## config.mk

```make
export PLATFORM = sky130hd
export DESIGN_NAME = icache_fetch_responder
export DESIGN_NICKNAME = d
export VERILOG_FILES = /design/src/rtl/icache_fetch_responder.sv
export SDC_FILE = /design/constraint.sdc
export NUM_CORES = 1
export LEC_CHECK = 0
export CORE_MARGIN = 8
export CORE_UTILIZATION = 53
export DETAILED_ROUTE_END_ITERATION = 16
export GPL_ROUTABILITY_DRIVEN = 0
export PLACE_DENSITY = 0.78
export RECOVER_POWER = 100
export SLEW_MARGIN = 40
export SYNTH_ARGS = -nofsm -noshare
export SYNTH_HDL_FRONTEND = slang
export SYNTH_SLANG_ARGS = --single-unit
```

## constraint.sdc

```tcl
create_clock -name clock -period 17.3 [get_ports clock]
set_clock_uncertainty 0.2 [all_clocks]
set_input_delay 3.46 -clock clock [delete_from_list [all_inputs] [get_ports clock]]
set_output_delay 3.46 -clock clock [all_outputs]
set_load 0.02 [all_outputs]
```

## src/rtl/icache_fetch_responder.sv

```systemverilog
// Direct-mapped, read-only instruction cache answering the IF stage's per-cycle fetch.
// Hits are served combinationally; a miss stalls IF while one full line is fetched from memory.
module icache_fetch_responder #(
  parameter int          NUM_LINES  = 4,
  parameter int          LINE_WORDS = 4,
  parameter logic [31:0] NOP_INSTR  = 32'h0000_0013
) (
  input  logic                     clock,
  input  logic                     reset,
  input  logic [31:0]              pc,
  input  logic                     flush,
  output logic [31:0]              instr_out,
  output logic                     icache_stall,
  output logic                     mem_req,
  output logic [31:0]              mem_addr,
  input  logic [32*LINE_WORDS-1:0] mem_rdata,
  input  logic                     mem_ready,
  output logic                     state_dbg
);

  localparam int WORD_BITS = $clog2(LINE_WORDS);
  localparam int OFF       = WORD_BITS + 2;
  localparam int IDX_BITS  = $clog2(NUM_LINES);
  localparam int TAG_LSB   = OFF + IDX_BITS;
  localparam int TAG_BITS  = 32 - TAG_LSB;

  typedef enum logic {ST_IDLE = 1'b0, ST_REQ = 1'b1} state_t;

  state_t                    state_q, state_d;
  logic [31:0]               pend_addr_q, pend_addr_d;
  logic                      drop_q, drop_d;
  logic [NUM_LINES-1:0]      valid_q;
  logic [TAG_BITS-1:0]       tag_q  [NUM_LINES];
  logic [32*LINE_WORDS-1:0]  data_q [NUM_LINES];

  logic [IDX_BITS-1:0]       idx;
  logic [TAG_BITS-1:0]       tag;
  logic [WORD_BITS-1:0]      word_sel;
  logic [IDX_BITS-1:0]       pend_idx;
  logic                      hit;
  logic                      fill_we;
  logic                      unused_pc_bits;

  assign idx            = pc[TAG_LSB-1:OFF];
  assign tag            = pc[31:TAG_LSB];
  assign word_sel       = pc[OFF-1:2];
  assign pend_idx       = pend_addr_q[TAG_LSB-1:OFF];
  assign hit            = valid_q[idx] && (tag_q[idx] == tag);
  assign unused_pc_bits = ^pc[1:0];
  assign state_dbg      = (state_q == ST_REQ);

  // Memory handshake: mem_req/mem_addr stay asserted and stable from the first REQ
  // cycle until the cycle mem_ready is high; that cycle transfers the whole line.
  always_comb begin
    state_d      = state_q;
    pend_addr_d  = pend_addr_q;
    drop_d       = drop_q;
    fill_we      = 1'b0;
    instr_out    = NOP_INSTR;
    icache_stall = 1'b1;
    mem_req      = 1'b0;
    mem_addr     = pend_addr_q;
    case (state_q)
      ST_IDLE: begin
        if (hit) begin
          icache_stall = 1'b0;
          instr_out    = data_q[idx][{word_sel, 5'b0} +: 32];
        end else begin
          pend_addr_d = {pc[31:OFF], {OFF{1'b0}}};
          state_d     = ST_REQ;
        end
      end
      ST_REQ: begin
        mem_req = 1'b1;
        if (mem_ready) begin
          fill_we = 1'b1;
          drop_d  = 1'b0;
          state_d = ST_IDLE;
        end else if (flush) begin
          drop_d = 1'b1;
        end
      end
      default: state_d = ST_IDLE;
    endcase
  end

  always_ff @(posedge clock) begin
    if (reset) begin
      state_q     <= ST_IDLE;
      pend_addr_q <= '0;
      drop_q      <= 1'b0;
    end else begin
      state_q     <= state_d;
      pend_addr_q <= pend_addr_d;
      drop_q      <= drop_d;
    end
  end

  // A flush in the fill cycle wins, so that line is written but stays invalid.
  always_ff @(posedge clock) begin
    if (reset) begin
      valid_q <= '0;
    end else if (flush) begin
      valid_q <= '0;
    end else if (fill_we) begin
      valid_q[pend_idx] <= !drop_q;
    end
  end

  always_ff @(posedge clock) begin
    if (fill_we) begin
      tag_q[pend_idx]  <= pend_addr_q[31:TAG_LSB];
      data_q[pend_idx] <= mem_rdata;
    end
  end

endmodule

```

==> results of run 1 <==
==> layout make-up <==
class	instances	share of cell area, %
diodes	11	0.0899
clock buffers	83	5.32
repair buffers	247	7.76
inverters	6	0.0735
multi-input cells	461	20.3
clock inverters	32	1.33
well taps	622	2.54
flip-flops and latches	650	62.6
==> worst register-to-register path: cells and delay by family (launching register included) <==
kind	cells	cell delay, ns
flip-flops	1	0.34
buffers and inverters	3	7.06
AND/OR/NAND/NOR	2	0.65
==> metal layers <==
layer	share of wire [%]	up-vias
li1	-	5511
met1	40	6640
met2	51	373
met3	6.5	104
met4	2.6	14
met5	0.17	-
==> flip-flops by register name, summed over array words and instances, names as in the netlist <==
signal,count
data_q,512
drop_q,1
mem_addr,28
state_dbg,1
tag_q,104
valid_q,4
==> placed cells by master (no fill, tap or decap), types with 2 or more instances in the layout <==
cell type	instances
xor2_1	9
xnor2_1	13
clkbuf_1	36
nor4_1	3
nor3_1	11
bufinv_16	7
nor4b_1	7
nand2_1	34
clkinv_16	3
nor3b_1	23
dlygate4sd3_1	188
clkbuf_16	61
a2111oi_0	6
a222oi_1	2
or2_1	3
and3_1	2
o2bb2ai_1	29
dfxtp_1	33
clkinvlp_4	3
diode_2	11
o2111ai_1	2
clkdlybuf4s50_1	31
clkbuf_8	2
mux2i_1	22
buf_4	3
inv_1	6
a211o_1	28
or4_1	2
clkinv_1	12
conb_1	4
clkinv_2	6
a21oi_1	6
nor2_1	7
nor2b_1	29
buf_6	4
nor4b_2	20
mux2_2	3
mux4_2	175
edfxtp_1	616
buf_2	3
==> power by group through the flow <==
| stage | Sequential, uW | Combinational (uW) | Clock, uW |
|---|---|---|---|
| global route | 1800 | 248 | 1430 |
| detailed placement | 1830 | 244 | 0 |
| finish | 1800 | 232 | 1340 |
| global placement | 1820 | 236 | 0 |
| CTS | 1790 | 246 | 1370 |
| floorplan | 1840 | 128 | 0 |
==> kinds of logic (layout without fill, tap and decap cells) <==
kind of cell | after synthesis | count (layout) | synth area share, %
buffers and inverters | 87 | 368 | 1.63
and+or+nand+nor | 152 | 152 | 4.17
muxes | 202 | 202 | 16.4
xor gates and xnor gates | 22 | 22 | 0.747
other | 1 | 15 | 0.0145
AOI/OAI and AO/OA | 81 | 81 | 2.64
DFF | 650 | 650 | 74.4
==> path summary, 6_finish.rpt <==
path | start | end | slack [ns] | cells after the start
worst max-delay path | pc[5] | instr_out[19] | 3.46 | 9
worst min-delay path | valid_q[0] | valid_q[0] | 0.32 | 2
worst max register to register | state_dbg | data_q[3][44] | 8.50 | 5
worst min register to register | valid_q[0] | valid_q[0] | 0.32 | 2
==> through the flow <==
step / hold slack [ns] / std cells / util (%) / setup WS, ns / power [uW]
floorplan: 0.273 / 1198 / - / 1.26 / 1970
global placement: 0.286 / 1981 / 59.0 / 5.13 / 2060
detailed placement: 0.304 / 1986 / 59.4 / 5.87 / 2070
CTS: 0.322 / 2101 / 63.6 / 5.82 / 3410
global route: 0.334 / 2105 / 63.2 / 2.96 / 3480
finish: 0.318 / 2112 / 63.2 / 3.46 / 3370
==> results.toml, run 1 <==
[timing]
fin_crit_sh_pct = 80.0
fmax_mhz = 72.3
grt_setup_unrepaired = "no"
slew_viol_final = 812
hold_viol = 0
slew_headroom_pct = -203
final-setup-viol-count = 0
fin_crit_ns = 13.84
tns_ns = 0
tightest_slew_ns = 4.55

[final_layout]
drive_gt1_share_pct = 20.3
multiInputGateArea_sq_mm = 0.00621
areaGrowthSynthToFinish_pct = 18.8
fillers = 3287
ff_latch_area_sq_mm = 0.0192
fin_area_sq_mm = 0.0306
nets = 1591

[global_routing]
grt_pass1_wl_mm = 82.5
met3_usage_pct = 4.94
track_usage_pct = 19.2
grt_pass1_vias = 13800
gr-usage-met2_pct = 32.3
grt_max_degree = 91
met1_usage_pct = 24.1
antenna_found_initial = 18
grt.busiest_layer = "met2"
globalRouteOverflowTotal = 0

[synth]
synth_seq_cells = 650
ys_warn_count = 0
yosysMostFrequentCell = "edfxtp_1"
synthArstFlopShare_pct = 0
ys.flop_type = "edfxtp_1"
synthDominantCellAreaShare_pct = 71.7
synth.top_cells.by_area = "edfxtp_1, mux4_2, dfxtp_1"
synth-edff-count = 616
synthesis.area_sq_mm = 0.0258
synth_cells = 1195
yosysUniqueCellTypes = 51
synth_commonest_cells = "edfxtp_1, mux4_2, clkbuf_1"
ys_seq_area_share_pct = 74.4
avgSynthCellArea_sq_um = 21.6
yosysTopAreaCell = "edfxtp_1"

[floorplan]
die_x_um = 237
io_pins = 231
die_h_um = 237
row_count = 81
core_sq_mm = 0.0484
die_area_sq_mm = 0.0560
initial_utilization_pct = 53.2

[setup_path]
crit_type = "input pin to output port"
critPathLaunchType = "input pin"
cp-end-kind = "output port"
slowest_stage = "clkbuf_1"
cp_cell_sequence = "buf_6 > clkbuf_1 > mux4_2 > xnor2_1 > nand2_1 > or4_1 > or4_1 > nor2b_1 > dlygate4sd3_1"
path_common_cell = "or4_1"
max_stage_delay_ns = 2.27
worstPathArrival_ns = 10.18
crit_buf_inv = 3
worstPathMaxFanout = 64
path_delay_family = "buffers and inverters"
critPathRequiredTime_ns = 13.64

[clocking]
path_clk_slew_ns = 0.06
postCtsSetupBuffers = 0
htreeDepth = 2
clock-sinks = 650
cts_tree = "done"
ctsResizeCount = 0
hold_buffers = 0
worstSkewPairLatency_ns = 0.62
cts_buffers = 61
cts_root_buf = "clkbuf_16"
clk_path_buf_depth = 3

[placement]
place_hpwl_mm = 30.7
dpl_cell_area_sq_mm = 0.0288
io_buffers = 224

[drt]
drc = 0
wl_per_cell_um = 25.4
vias_per_cell = 5.99
wl_mm = 53.7
via_count = 12600
drtIter0Drc = 1099
drtPass1Iterations = 5
ant_nets = 0

[pwr]
pwr-share-clk_pct = 39.8
netSwitchingFraction_pct = 21.1
max-vdd-ir-drop_mv = 0.0865
combPwrFrac_pct = 6.9
p_switching_uw = 711
leakagePower_uw = 0.00985
cellPowerDensity_mw_per_mm2 = 110
p_int_uw = 2660
seq_power_share_pct = 53.3

[status]
status = "finished, violations left"
violations = "max-capacitance violations, max-slew violations"

[flow_run]
drv_cap = 15

[hold_path]
hp-class = "register to register"
No activity file was read; power rests on OpenSTA's default activity.
==> run 2: changes to the inputs <==
--- a/config.mk
+++ b/config.mk
@@ -6,10 +6,10 @@
 export NUM_CORES = 1
 export LEC_CHECK = 0
 export CORE_MARGIN = 8
-export CORE_UTILIZATION = 53
+export CORE_UTILIZATION = 52
 export DETAILED_ROUTE_END_ITERATION = 16
 export GPL_ROUTABILITY_DRIVEN = 0
-export PLACE_DENSITY = 0.78
+export PLACE_DENSITY = 0.8
 export RECOVER_POWER = 100
 export SLEW_MARGIN = 40
 export SYNTH_ARGS = -nofsm -noshare
==> constraint.sdc (replaced) <==
create_clock -name clock -period 12.3 [get_ports clock]
set_clock_uncertainty 0.2 [all_clocks]
set_input_delay 2.46 -clock clock [delete_from_list [all_inputs] [get_ports clock]]
set_output_delay 2.46 -clock clock [all_outputs]
set_load 0.02 [all_outputs]
==> results.toml, run 2 (synthesized netlist as in run 1, its figures left out) <==
[setup_path]
worstPathArrival_ns = 7.49
critPathLaunchType = "input pin"
worstPathMaxFanout = 61
crit_type = "input pin to output port"
critPathRequiredTime_ns = 9.64
cp-end-kind = "output port"

[timing]
grt_setup_unrepaired = "no"
tns_ns = 0
slew_viol_final = 501
holdWs_ns = 0.316
tightest_slew_ns = 5.32
hold_viol = 0
fin_crit_sh_pct = 82.5
fmax_mhz = 98.5
fin_crit_ns = 10.15
final-setup-viol-count = 0
slew_headroom_pct = -255

[global_routing]
grt_pass1_wl_mm = 82.9
antenna_found_initial = 24
grt_max_degree = 134
grt_pass1_vias = 13800
track_usage_pct = 19.3
globalRouteOverflowTotal = 0

[drt]
via_count = 12800
drtPass1Iterations = 5
wl_mm = 54.7
wl_per_cell_um = 25.4
drtIter0Drc = 1126
ant_nets = 0
drc = 0
vias_per_cell = 5.94

[floorplan]
initial_utilization_pct = 52.7
core_sq_mm = 0.0490
row_count = 81
die_area_sq_mm = 0.0570
io_pins = 231
die_x_um = 239
die_h_um = 239

[status]
violations = "max-capacitance violations, max-slew violations"
status = "finished, violations left"

[clocking]
cts_root_buf = "clkbuf_16"
cts_tree = "done"
ctsResizeCount = 0
cts_buffers = 67
htreeDepth = 3
worstSkewPairLatency_ns = 0.59
postCtsSetupBuffers = 0
hold_buffers = 0
path_clk_slew_ns = 0.06
clk_path_buf_depth = 3
clock-sinks = 650

[placement]
place_hpwl_mm = 30.8
io_buffers = 224

[final_layout]
final_cell_mix = "edfxtp_1, dlygate4sd3_1, mux4_2, clkbuf_16, nand2_1"
largest_reg_flops = 512
nets = 1595
fillers = 3263
final_common_cell = "edfxtp_1"
drive_gt1_share_pct = 21.3
areaGrowthSynthToFinish_pct = 19.9
regMostFlops = "data_q"

[hold_path]
hp-class = "register to register"

[pwr]
leakagePower_uw = 0.00998
max-vdd-ir-drop_mv = 0.134
cellPowerDensity_mw_per_mm2 = 158

[flow_run]
drv_cap = 8
## run 2: cell types whose count changed in the layout (fill, tap and decap cells not counted), sizes merged
| cell | previous run | this run |
|---|---|---|
| clkbuf | 99 | 93 |
| inv | 6 | 8 |
| buf | 12 | 15 |
| clkinv | 22 | 26 |
| bufinv | 7 | 9 |
| clkinvlp | 3 | 1 |
## run 2: path summary, 6_finish.rpt
check | depth (start not counted) | start | slack (ns) | end
hold reg to reg | 2 | valid_q[1] | 0.32 | valid_q[1]
hold / removal | 2 | valid_q[1] | 0.32 | valid_q[1]
setup / recovery | 9 | pc[5] | 2.15 | instr_out[1]
setup reg to reg | 5 | state_dbg | 3.73 | data_q[0][19]
## run 2: routing by layer
metal  GRT usage [%]  vias to the layer above  part of all wire [%]  wire, um
met5               0                        -                  0.25       135
met4            6.96                       20                   2.8      1540
met3            5.06                      124                   7.0      3860
met2            32.9                      455                    51     28200
met1            23.5                     6688                    38     21000
li1                -                     5535                     -         -
## run 2: layout make-up
type,count,area (sq um),area share (%)
Antenna cell,11,27.5,0.0891
Clock buffer,82,1770,5.74
Clock inverter,38,445,1.44
Inverter,6,22.5,0.0729
Multi-Input combinational cell,461,6200,20.1
Sequential cell,650,19200,62.1
Tap cell,664,831,2.69
Timing Repair Buffer,245,2420,7.84
## run 2: critical path: stages
cell           delay, ns
clkbuf_2            1.36
buf_4               0.74
mux4_2              0.41
xor2_1              0.17
nor4_1              0.43
nand3_2             0.14
or4_4               0.74
or2_1               0.34
dlygate4sd3_1       0.66
## run 2: power by group
group / total [uW] / internal, uW / switching (uW)
logic: 325 / 159 / 166
clock network: 2030 / 1220 / 814
registers: 2530 / 2500 / 27.8
## run 2: through the flow
stage	util (%)	setup slack [ns]	total power, uW	instance area, sq um	std cells
5_1_grt	63.1	1.64	5040	30900	2150
3_3_place_gp	58.5	2.71	2900	28700	2020
4_1_cts	63.3	3.08	4950	31000	2143
6_report	63.1	2.15	4890	30900	2157
2_1_floorplan	-	-2.74	2770	25800	1198
3_5_place_dp	58.8	3.10	2910	28800	2023
